File: config.mk
export PLATFORM = sky130hd
export DESIGN_NAME = updi_uart_rx
export DESIGN_NICKNAME = d
export VERILOG_FILES = /design/src/rtl/updi_uart_rx.sv
export SDC_FILE = /design/constraint.sdc
export NUM_CORES = 1
export LEC_CHECK = 0
export ABC_CLOCK_PERIOD_IN_PS = 5400
export CAP_MARGIN = 20
export CELL_PAD_IN_SITES_DETAIL_PLACEMENT = 0
export CELL_PAD_IN_SITES_GLOBAL_PLACEMENT = 2
export CORE_MARGIN = 10
export CORE_UTILIZATION = 41
export CTS_CLUSTER_DIAMETER = 200
export DETAILED_ROUTE_END_ITERATION = 12
export GPL_ROUTABILITY_DRIVEN = 0
export PLACE_DENSITY_LB_ADDON = 0.1
export SLEW_MARGIN = 10
export SYNTH_ARGS = -nofsm -noshare
export SYNTH_HDL_FRONTEND = slang
export SYNTH_SLANG_ARGS = --single-unit
File: constraint.sdc
create_clock -name clk -period 5.4 [get_ports clk]
set_input_delay 0.54 -clock clk [delete_from_list [all_inputs] [get_ports clk]]
set_output_delay 0.54 -clock clk [all_outputs]
set_load 0.01 [all_outputs]
File: src/rtl/updi_uart_rx.sv
// UPDI receive path: 8E2 UART deserializer with break detection and sticky
// parity / frame / overflow error flags feeding the programmer's RX FIFO.
module updi_uart_rx #(
    parameter int UART_CLK_DIV = 1736
) (
    input  logic       clk,
    input  logic       rst,
    input  logic       rx,
    input  logic       rx_en,
    output logic [7:0] fifo_data,
    output logic       fifo_wr_en,
    input  logic       fifo_full,
    output logic       break_det,
    output logic       err_parity,
    output logic       err_frame,
    output logic       err_overflow,
    output logic       rx_error,
    input  logic       err_clr,
    output logic       busy
);

    localparam int CW = $clog2(UART_CLK_DIV);
    localparam logic [CW-1:0] HALF_LD = CW'(UART_CLK_DIV / 2 - 1);
    localparam logic [CW-1:0] BIT_LD  = CW'(UART_CLK_DIV - 1);

    typedef enum logic [2:0] {
        IDLE   = 3'd0,
        START  = 3'd1,
        DATA   = 3'd2,
        PARITY = 3'd3,
        STOP1  = 3'd4,
        STOP2  = 3'd5
    } state_t;

    // Even parity over data plus received parity bit; 1 means mismatch.
    function automatic logic parity_err(input logic [7:0] d, input logic p);
        return ^{d, p};
    endfunction

    state_t        state_r, state_nx;
    logic [CW-1:0] cnt_r, cnt_nx;
    logic [2:0]    idx_r, idx_nx;
    logic [7:0]    shift_r, shift_nx;
    logic          par_r, par_nx;
    logic          rx_meta_r, rx_sync_r, rx_prev_r;
    logic          fall_s, tick_s;
    logic          wr_s, brk_s, set_par_s, set_frm_s, set_ovf_s;
    logic          err_par_nx, err_frm_nx, err_ovf_nx;
    logic [7:0]    fifo_data_r;
    logic          wr_r, brk_r, err_par_r, err_frm_r, err_ovf_r, rx_error_r, busy_r;

    assign fall_s = rx_prev_r & ~rx_sync_r;
    assign tick_s = (cnt_r == '0);

    // Two-flop synchronizer plus one history flop for falling-edge detection.
    always_ff @(posedge clk or negedge rst) begin
        if (!rst) begin
            rx_meta_r <= 1'b1;
            rx_sync_r <= 1'b1;
            rx_prev_r <= 1'b1;
        end else begin
            rx_meta_r <= rx;
            rx_sync_r <= rx_meta_r;
            rx_prev_r <= rx_sync_r;
        end
    end

    // Frame state register and datapath registers.
    always_ff @(posedge clk or negedge rst) begin
        if (!rst) begin
            state_r <= IDLE;
            cnt_r   <= '0;
            idx_r   <= 3'd0;
            shift_r <= 8'h00;
            par_r   <= 1'b0;
        end else begin
            state_r <= state_nx;
            cnt_r   <= cnt_nx;
            idx_r   <= idx_nx;
            shift_r <= shift_nx;
            par_r   <= par_nx;
        end
    end

    // Next-state, bit timing and frame-outcome events.
    always_comb begin
        state_nx  = state_r;
        cnt_nx    = cnt_r;
        idx_nx    = idx_r;
        shift_nx  = shift_r;
        par_nx    = par_r;
        wr_s      = 1'b0;
        brk_s     = 1'b0;
        set_par_s = 1'b0;
        set_frm_s = 1'b0;
        set_ovf_s = 1'b0;
        if ((state_r != IDLE) && !rx_en) begin
            // Abort silently: the PHY owns the line.
            state_nx = IDLE;
            cnt_nx   = '0;
        end else begin
            if (state_r != IDLE) begin
                cnt_nx = tick_s ? BIT_LD : (cnt_r - CW'(1));
            end else begin
                cnt_nx = '0;
            end
            case (state_r)
                IDLE: begin
                    if (rx_en && fall_s) begin
                        state_nx = START;
                        cnt_nx   = HALF_LD;
                        idx_nx   = 3'd0;
                    end else begin
                        state_nx = IDLE;
                    end
                end
                START: begin
                    if (tick_s) begin
                        state_nx = rx_sync_r ? IDLE : DATA;
                    end else begin
                        state_nx = START;
                    end
                end
                DATA: begin
                    if (tick_s) begin
                        shift_nx = {rx_sync_r, shift_r[7:1]};
                        idx_nx   = idx_r + 3'd1;
                        state_nx = (idx_r == 3'd7) ? PARITY : DATA;
                    end else begin
                        state_nx = DATA;
                    end
                end
                PARITY: begin
                    if (tick_s) begin
                        par_nx   = rx_sync_r;
                        state_nx = STOP1;
                    end else begin
                        state_nx = PARITY;
                    end
                end
                STOP1: begin
                    if (tick_s) begin
                        if (rx_sync_r) begin
                            state_nx = STOP2;
                        end else begin
                            state_nx = IDLE;
                            if ((shift_r == 8'h00) && !par_r) begin
                                brk_s = 1'b1;
                            end else begin
                                set_frm_s = 1'b1;
                            end
                        end
                    end else begin
                        state_nx = STOP1;
                    end
                end
                STOP2: begin
                    if (tick_s) begin
                        state_nx = IDLE;
                        if (!rx_sync_r) begin
                            set_frm_s = 1'b1;
                        end else if (parity_err(shift_r, par_r)) begin
                            set_par_s = 1'b1;
                        end else if (fifo_full) begin
                            set_ovf_s = 1'b1;
                        end else begin
                            wr_s = 1'b1;
                        end
                    end else begin
                        state_nx = STOP2;
                    end
                end
                default: begin
                    state_nx = IDLE;
                end
            endcase
        end
    end

    // Sticky flag update: a set event wins over a simultaneous clear.
    always_comb begin
        err_par_nx = set_par_s | (err_par_r & ~err_clr);
        err_frm_nx = set_frm_s | (err_frm_r & ~err_clr);
        err_ovf_nx = set_ovf_s | (err_ovf_r & ~err_clr);
    end

    // Registered outputs.
    always_ff @(posedge clk or negedge rst) begin
        if (!rst) begin
            fifo_data_r <= 8'h00;
            wr_r        <= 1'b0;
            brk_r       <= 1'b0;
            err_par_r   <= 1'b0;
            err_frm_r   <= 1'b0;
            err_ovf_r   <= 1'b0;
            rx_error_r  <= 1'b0;
            busy_r      <= 1'b0;
        end else begin
            if (wr_s) begin
                fifo_data_r <= shift_r;
            end
            wr_r       <= wr_s;
            brk_r      <= brk_s;
            err_par_r  <= err_par_nx;
            err_frm_r  <= err_frm_nx;
            err_ovf_r  <= err_ovf_nx;
            rx_error_r <= err_par_nx | err_frm_nx | err_ovf_nx;
            busy_r     <= (state_nx != IDLE);
        end
    end

    assign fifo_data    = fifo_data_r;
    assign fifo_wr_en   = wr_r;
    assign break_det    = brk_r;
    assign err_parity   = err_par_r;
    assign err_frame    = err_frm_r;
    assign err_overflow = err_ovf_r;
    assign rx_error     = rx_error_r;
    assign busy         = busy_r;

endmodule

==> impl_metrics.yaml <==
cts:
  clkLatencyLatePin_ns: 0.29
  holdBufCountCts: 0
  clkTransAtPathRegs_ns: 0.08
  cts_tree: "done"
  clock-sinks: 44
  cts_made_buffers: 5
  cts_root_buffer: "clkbuf_8"
  cts_setup_buffers: 0
  cts.htree.levels: 2
  cts_resized: 0
  clk_path_buf_depth: 2
synth:
  synthXorXnorAreaFrac: 0.07147
  yosys.area_share.adder: 0.01757
  ys_types: 44
  ys_seq_area_frac: 0.5173
  synth_mux_area_frac: 0.09490
  synth_nets: 188
  ys_warn_count: 0
  syn_avg_cell_area_um2: 11.93
  postSynthCellCount: 179
  synth-compound-area-share: 0.08143
  synthSimpleGateAreaFrac: 0.1886
  ys_ff_latch: 44
  synthesis.area_um2: 2136
  synth_top_family_by_area: "simple AND/OR/NAND/NOR gates"
setup_path:
  arrival_ns: 2.83
  rrSetupSlack_ns: 2.74
  crit_slowest_cell: "and4b_1"
  critPathRequiredTime_ns: 5.58
  crit_start: "cnt_r[0]"
  cp_max_fo: 8
  cp_num_buf_inv: 1
  max_stage_delay_ns: 0.48
  cp_cell_sequence: "inv_1 -> ha_1 -> nor2b_1 -> and4b_1 -> nand3_4 -> nor3_4 -> mux2_2"
  reg2regPathDepth: 7
  crit_cells: 7
  critPathLaunchType: "register"
  cp-endpoint: "fifo_data[2]"
  rr_startpoint: "cnt_r[0]"
  cp_top_family: "simple AND/OR/NAND/NOR gates"
  path_class: "reg -> reg"
  r2r_end: "fifo_data[2]"
  end_kind: "register"
detailed_routing:
  drt_iter0_drc: 54
  num_vias: 1415
  drc: 0
  ant_nets: 0
  postRouteWirelength_um: 4337
  routedWlPerCell_um: 15.94
  viasPerCell: 5.202
  dr.pass1.iters: 4
timing:
  rsz0062_at_grt: "no"
  fin_ws_ns: 2.744
  fin_crit_ns: 2.656
  finalSetupViolations: 0
  finalClockSkew_ns: 0.007476
  maxSlewViolCount: 0
  fmax_mhz: 376.5
  tightest_slew_ns: 0.9591
  final.setup.tns_ns: 0
  slew_headroom: 0.3606
  hold_violations: 0
  finalCritPeriodShare: 0.4918
worst_hold_path:
  worstHoldStart: "rx_meta_r"
  min_delay_path_depth: 0
  holdCritPathClass: "reg -> reg"
layout:
  instances_no_fill: 272
  synthToLayoutAreaGrowth_pct: 15.64
  fin_util: 0.4867
  layout.nets: 210
  n_antenna_cell: 0
  drive_gt1_frac: 0.1832
  final_common_cell: "dfrtp_1"
  final_cell_area_um2: 2470
  final_cell_mix: "dfrtp_1, clkdlybuf4s50_1, mux2_2"
  n_fill_cell: 503
run:
  drv_cap: 0
grt:
  grt_max_degree: 45
  grt_pass1_wl_um: 7458
  antenna_found_initial: 0
  use_met2: 0.1535
  met3_usage: 0.04156
  grt_pass1_vias: 1437
  grt-busiest-layer: "met2"
  grt_use_met1: 0.1447
  grt_use_total: 0.1077
  overflow: 0
power_and_ir_drop:
  p_leak_nw: 1.151
  peakVddDrop_uv: 143.0
  powerDensity_nw_per_um2: 400.0
floorplan:
  die_area_um2: 8496
  initial_utilization: 0.4209
  rows: 26
  die-width_um: 92.18
  core-area_um2: 5075
  die_h_um: 92.18
  io_pins: 21
place:
  place_ws_ns: 2.800
  dp_cells: 264
  hpwl_um: 3176
  io_buffers: 20
  place_area_um2: 2380
run_status:
  status: "finished, final reports clean"
## cell families after synthesis
group | count (synthesis)
and+or+nand+nor | 63
DFF | 44
AOI/OAI and AO/OA | 25
muxes | 18
xor gates and xnor gates | 15
buffers and inverters | 11
adders and majority gates | 3
## routing by layer
layer | vias up | routed length [µm]
met5 | - | 0
met4 | 0 | 66
met3 | 7 | 249
met2 | 30 | 1871
met1 | 684 | 2149
li1 | 694 | -
## registers in the layout, summed over array words and instances (netlist names), 3 cells and up
signal     flops
cnt_r         11
fifo_data      8
idx_r          3
shift_r        8
state_r        3
## through the flow
step	hold WS (ns)	total power (W)
2_1_floorplan	0.2444	0.0007122
3_3_place_gp	0.3475	0.0007832
3_5_place_dp	0.3507	0.0007835
4_1_cts	0.3622	0.0009975
5_1_grt	0.3666	0.001066
6_report	0.3590	0.0009880
## final cells by class
class	count	area, µm²	share of cell area
inverters	6	22.52	0.009119
clock buffers	8	90.09	0.03647
multi-input cells	124	969.7	0.3926
repair buffers	20	195.2	0.07903
well taps	70	87.58	0.03546
flip-flops and latches	44	1105	0.4473
## worst min path at each step
stage                end  slack, ns
2_1_floorplan  break_det       0.24
3_3_place_gp   rx_sync_r       0.35
3_5_place_dp   rx_sync_r       0.35
4_1_cts        rx_sync_r       0.36
5_1_grt        rx_sync_r       0.37
6_report       rx_sync_r       0.36
## Yosys cell counts (all sizes together)
cell	number	area share
nand2	11	0.019
nand4b	1	0.011
o21ai	4	0.0094
inv	6	0.011
and3	1	0.0029
nor2b	4	0.012
or3	4	0.012
a22o	8	0.033
clkbuf	1	0.0018
xnor3	1	0.011
nor4	6	0.025
dfstp	3	0.037
nand2b	2	0.0059
nor2	9	0.016
and2b	1	0.0041
nor3b	1	0.0035
nor4b	1	0.0041
and2	1	0.0029
o32ai	1	0.0041
nand4	3	0.0088
mux2	18	0.095
nor3	7	0.024
and4b	1	0.0047
a31o	1	0.0041
dfrtp	41	0.48
o31ai	1	0.0035
a21o	1	0.0035
o21bai	1	0.0035
or4	1	0.0041
xnor2	8	0.036
a21oi	7	0.016
buf	4	0.016
ha	3	0.018
nand3	7	0.022
a32oi	1	0.0041
xor2	6	0.025
nand3b	2	0.0070
## report_power, final
group	total [W]	leakage, nW	switching, W	internal (W)
Combinational	0.000357	0.509	0.000208	0.000149
Sequential	0.000420	0.596	0.0000530	0.000367
Clock	0.000210	0.0455	0.000106	0.000104
Note: power is estimated with default switching activity, not from simulation.
==> variant 1: new RTL, same settings <==
The 6 states of `state_t` get a one-hot encoding in 6 bits.
--- a/src/rtl/updi_uart_rx.sv
+++ b/src/rtl/updi_uart_rx.sv
@@ -25,9 +25,9 @@
 
-    typedef enum logic [2:0] {
-        IDLE   = 3'd0,
-        START  = 3'd1,
-        DATA   = 3'd2,
-        PARITY = 3'd3,
-        STOP1  = 3'd4,
-        STOP2  = 3'd5
+    typedef enum logic [5:0] {
+        IDLE   = 6'b000001,
+        START  = 6'b000010,
+        DATA   = 6'b000100,
+        PARITY = 6'b001000,
+        STOP1  = 6'b010000,
+        STOP2  = 6'b100000
     } state_t;
Function: no difference found for any inputs over 10 cycles, from zero or initial values and one cycle with rst low; not proved beyond that.
==> variant 1 against the unedited design <==
- first-iteration DRC count fell by 26%
- cell area rose by 7.4%
- routed wire length rose by 3.7%
- sequential share of layout area fell by 0.20 points
- synthesized area rose by 5.5%
- sequential cell count rose by 3
- critical path depth fell by 2
- critical endpoint is now fifo_data[6]$_DFFE_PN0P_
- worst setup slack got worse by 6.9 ps
- worst hold slack got worse by 260 ps
Power is not compared: it rests on default switching activity, and its combinational part moved more than twofold at a synthesized area within 25%.
==> variant 1: results (changes against the unedited design) <==
* Post-synthesis compound-gate area fraction at 0.1110 (+0.02962)
* First-pass DRT Iterations at 3 (-1)
* Distinct cells, synth at 43 (-2.3%)
* Starting DRT DRC Count at 40 (-26%)
* WL per Instance at 15.09 um (-5.4%)
* Min-delay worst type: primary input to asynchronous set/reset pin
* CP arrival at 2840 ps (about the same)
* Synth Area in Adders at 0.01666 (-0.0009173)
* Syn Nets at 213 (+13%)
* DP HPWL at 3323 um (+4.6%)
* Part of the Yosys area used for sequential elements at 0.5242 (+0.006871)
* Status: finished clean
* Dpl cell area at 2515 um^2 (+5.7%)
* Reg with most FFs: cnt_r
* Tightest Pin Transition at 662.2 ps (-296.9 ps)
* XOR/XNOR Fraction of Synth Area at 0.07218 (+0.0007117)
* Achievable Freq at 0.3756 GHz (-0.26%)
* Vias in the first global route at 1680 (+17%)
* Routed vias/inst at 5.181 (-0.40%)
* Worst slack at placement at 2699 ps (-100.6 ps)
* Layout cells sized above 1 at 0.1711 (-0.01212)
* Top cells by area, synth: dfrtp_1 (48%), mux2_2 (7.5%), dfstp_2 (4.7%)
* Mux cell area share after synthesis at 0.07940 (-0.01550)
* Leak at 1.176 nW
* Clk_skew at 8.485 ps (+1.008 ps)
* Global Route Usage Sum at 0.1126 (+0.004939)
* Fill count at 478 (-5.0%)
* Largest net degree at the start of global routing at 48 (+6.7%)
* Final #Nets at 236 (+12%)
* R2R depth at 5 (-2)
* Commonest cells in the synthesized netlist: dfrtp_1 (43), mux2_2 (15), nor2_1 (15), a21oi_1 (12), nand2_1 (12)
* First-pass GRT wire length at 8052 um (+8.0%)
## variant 1: cell count changes after synthesis, moves of 5 or more
cell / delta
a21oi_1: +5
a22o_1: -7
nor2_1: +6
o21ai_0: +6
## variant 1: final timing paths
| kind | end | start |
|---|---|---|
| max | fifo_data[6]$_DFFE_PN0P_ | cnt_r[8]$_DFF_PN0_ |
| min | cnt_r[7]$_DFF_PN0_ | rst |
| max reg2reg | fifo_data[6]$_DFFE_PN0P_ | cnt_r[8]$_DFF_PN0_ |
| min reg2reg | rx_sync_r$_DFF_PN1_ | rx_meta_r$_DFF_PN1_ |
| max in group asynchronous | rx_sync_r$_DFF_PN1_ | rst |
| min in group clk | rx_sync_r$_DFF_PN1_ | rx_meta_r$_DFF_PN1_ |
## variant 1: routing by layer
layer | share of wire | wire [um] | GRT usage | vias up
met5 | 0 | 0 | 0 | -
met2 | 0.49 | 2201 | 0.1815 | 17
met4 | 0.0051 | 23 | 0.03418 | 0
li1 | - | - | - | 773
met3 | 0.041 | 183 | 0.03837 | 2
met1 | 0.46 | 2088 | 0.1384 | 752
## variant 1: power breakdown
group | total (mW) | switching, mW | internal (mW)
sequential | 0.380 | 0.0133 | 0.367
combinational | 0.146 | 0.0903 | 0.0558
clock | 0.267 | 0.117 | 0.150
## variant 1: worst max-delay path, stage by stage (launching register included)
cell     delay [ps]
dfrtp_1         410
or4_1           600
nor4_4          320
o21ai_2         210
nor4_4          590
mux2_2          410
## variant 1: logic make-up after synthesis
family / Yosys count
AND/OR/NAND/NOR: 66
flip-flops: 47
AO/OA/AOI/OAI: 40
XOR/XNOR: 17
multiplexers: 16
buffers and inverters: 15
adder cells (fa/ha/maj): 3
## variant 1: through the flow
| step | utilization | std cells | hold slack (ps) |
|---|---|---|---|
| 6_report | 0.5096 | 298 | 100.4 |
| 3_3_place_gp | 0.4832 | 289 | 346.1 |
| 2_1_floorplan | - | 204 | 244.4 |
| 3_5_place_dp | 0.4832 | 289 | 347.5 |
| 4_1_cts | 0.5058 | 297 | 359.7 |
| 5_1_grt | 0.5096 | 298 | 106.5 |
## variant 1: final cells by class
cell class	instances	area [um^2]	share of cell area
clock buffers	6	82.58	0.03113
clock inverters	2	35.03	0.01321
well taps	70	87.58	0.03302
multi-input cells	142	1013	0.3821
repair buffers	21	215.2	0.08113
inverters	10	37.54	0.01415
flip-flops and latches	47	1181	0.4453
==> variant 2: new RTL, same settings <==
Made on the original files. Set the parameter `UART_CLK_DIV` to 868 (it was 1736).
--- a/src/rtl/updi_uart_rx.sv
+++ b/src/rtl/updi_uart_rx.sv
@@ -3,3 +3,3 @@
 module updi_uart_rx #(
-    parameter int UART_CLK_DIV = 1736
+    parameter int UART_CLK_DIV = 868
 ) (
Behaviour: no difference found for any inputs over 10 cycles, from zero or initial values and one cycle with rst low; that may be too few to reach the edited logic, so the function may still have changed.
==> variant 2 against the unedited design <==
- routed wire length is 6.2% lower
- largest power group unchanged
- cell area unchanged
- power rose by 1.8%
- die area fell by 1.5%
- clock skew grew 1.4 ps
- largest cell class unchanged
- critical path type is now primary input to flip-flop
- worst setup slack got worse by 31 ps
- worst hold slack gained 1.7 ps
- synthesized area fell by 1.9%
- sequential cell count fell by 1
==> variant 2: results (changes against the unedited design) <==
* Crit Reg-Reg Startpoint: cnt_r[4]$_DFF_PN0_
* Top cells by area, synth: dfrtp_1 (48%), mux2_4 (5.7%), mux2_2 (4.8%)
* Layout cells sized above 1 at 0.1841 (+0.0009113)
* Vias in the first global route at 1446 (+0.63%)
* Vias at 1422 (+0.49%)
* CP arrival at 2880 ps (+50 ps)
* Critical Path Max Stage Delay at 820 ps (+340 ps)
* R2R depth at 5 (-2)
* Dpl cell area at 2349 um^2 (-1.3%)
* First-pass GRT wire length at 7120 um (-4.5%)
* Max IR drop VDD at 0.0001710 V (+20%)
* Distinct cells, synth at 45 (+2.3%)
* Commonest cells in the synthesized netlist: dfrtp_1 (40), nor2_1 (13), inv_1 (9), mux2_2 (9), o21ai_0 (9)
* Flop2flop setup slack at 2760 ps (+20 ps)
* WL met3 at 257 um (+3.2%)
* Hold Worst Slack at 360.6 ps (+1.675 ps)
* Part of the Yosys area used for sequential elements at 0.5152 (-0.002058)
* Drt total wl at 4070 um (-6.2%)
* Setup crit start: rx_en
* Clk_skew at 8.926 ps (+1.449 ps)
* CP max stage cell: nor3b_2
* GR Util met2 at 0.1481 (-0.005425)
* Largest net degree at the start of global routing at 44 (-2.2%)
* Tightest Pin Transition at 948.0 ps (-11.10 ps)
* Max reg flops at 10 (-1)
* Cells after DPL at 260 (-1.5%)
* Cell area power density at 407.2 nW/um^2 (+1.8%)
* Met1 Usage GRT at 0.1352 (-0.009562)
* Achievable Freq at 0.3722 GHz (-1.2%)
* Met2 wire len at 1843 um (-1.5%)
* Status: finished clean
* Syn Area/Cell at 11.77 um^2 (-1.3%)
* Starting DRT DRC Count at 63 (+17%)
variant 2: logic make-up (layout without fill, tap and decap cells):
kind of cell,after synthesis,in the layout,synth area share
AO/OA/AOI/OAI,29,29,0.09195
adder cells (fa/ha/maj),4,4,0.02388
AND/OR/NAND/NOR,57,57,0.1642
flip-flops,43,43,0.5152
buffers and inverters,14,37,0.02865
multiplexers,20,20,0.1200
XOR/XNOR,11,11,0.05612
variant 2: cell type report:
type                       instances  area [um^2]  share of cell area
clock inverter                     2        38.79             0.01570
multi-input combinational        121        955.9              0.3870
inverter                           9        33.78             0.01368
timing repair buffer              20        195.2             0.07903
sequential                        43         1080              0.4372
clock buffer                       6        82.58             0.03343
tap                               67        83.83             0.03394
variant 2: worst register-to-register path, stage by stage (launching register included):
cell and delay [ps]:
dfrtp_1 430, nor4_4 500, nand3_2 160, nor3_2 270
nor3b_2 820, mux2_4 360
variant 2: power breakdown:
group / internal (mW) / switching (mW)
combinational: 0.139 / 0.198
clock: 0.152 / 0.113
sequential: 0.358 / 0.0456
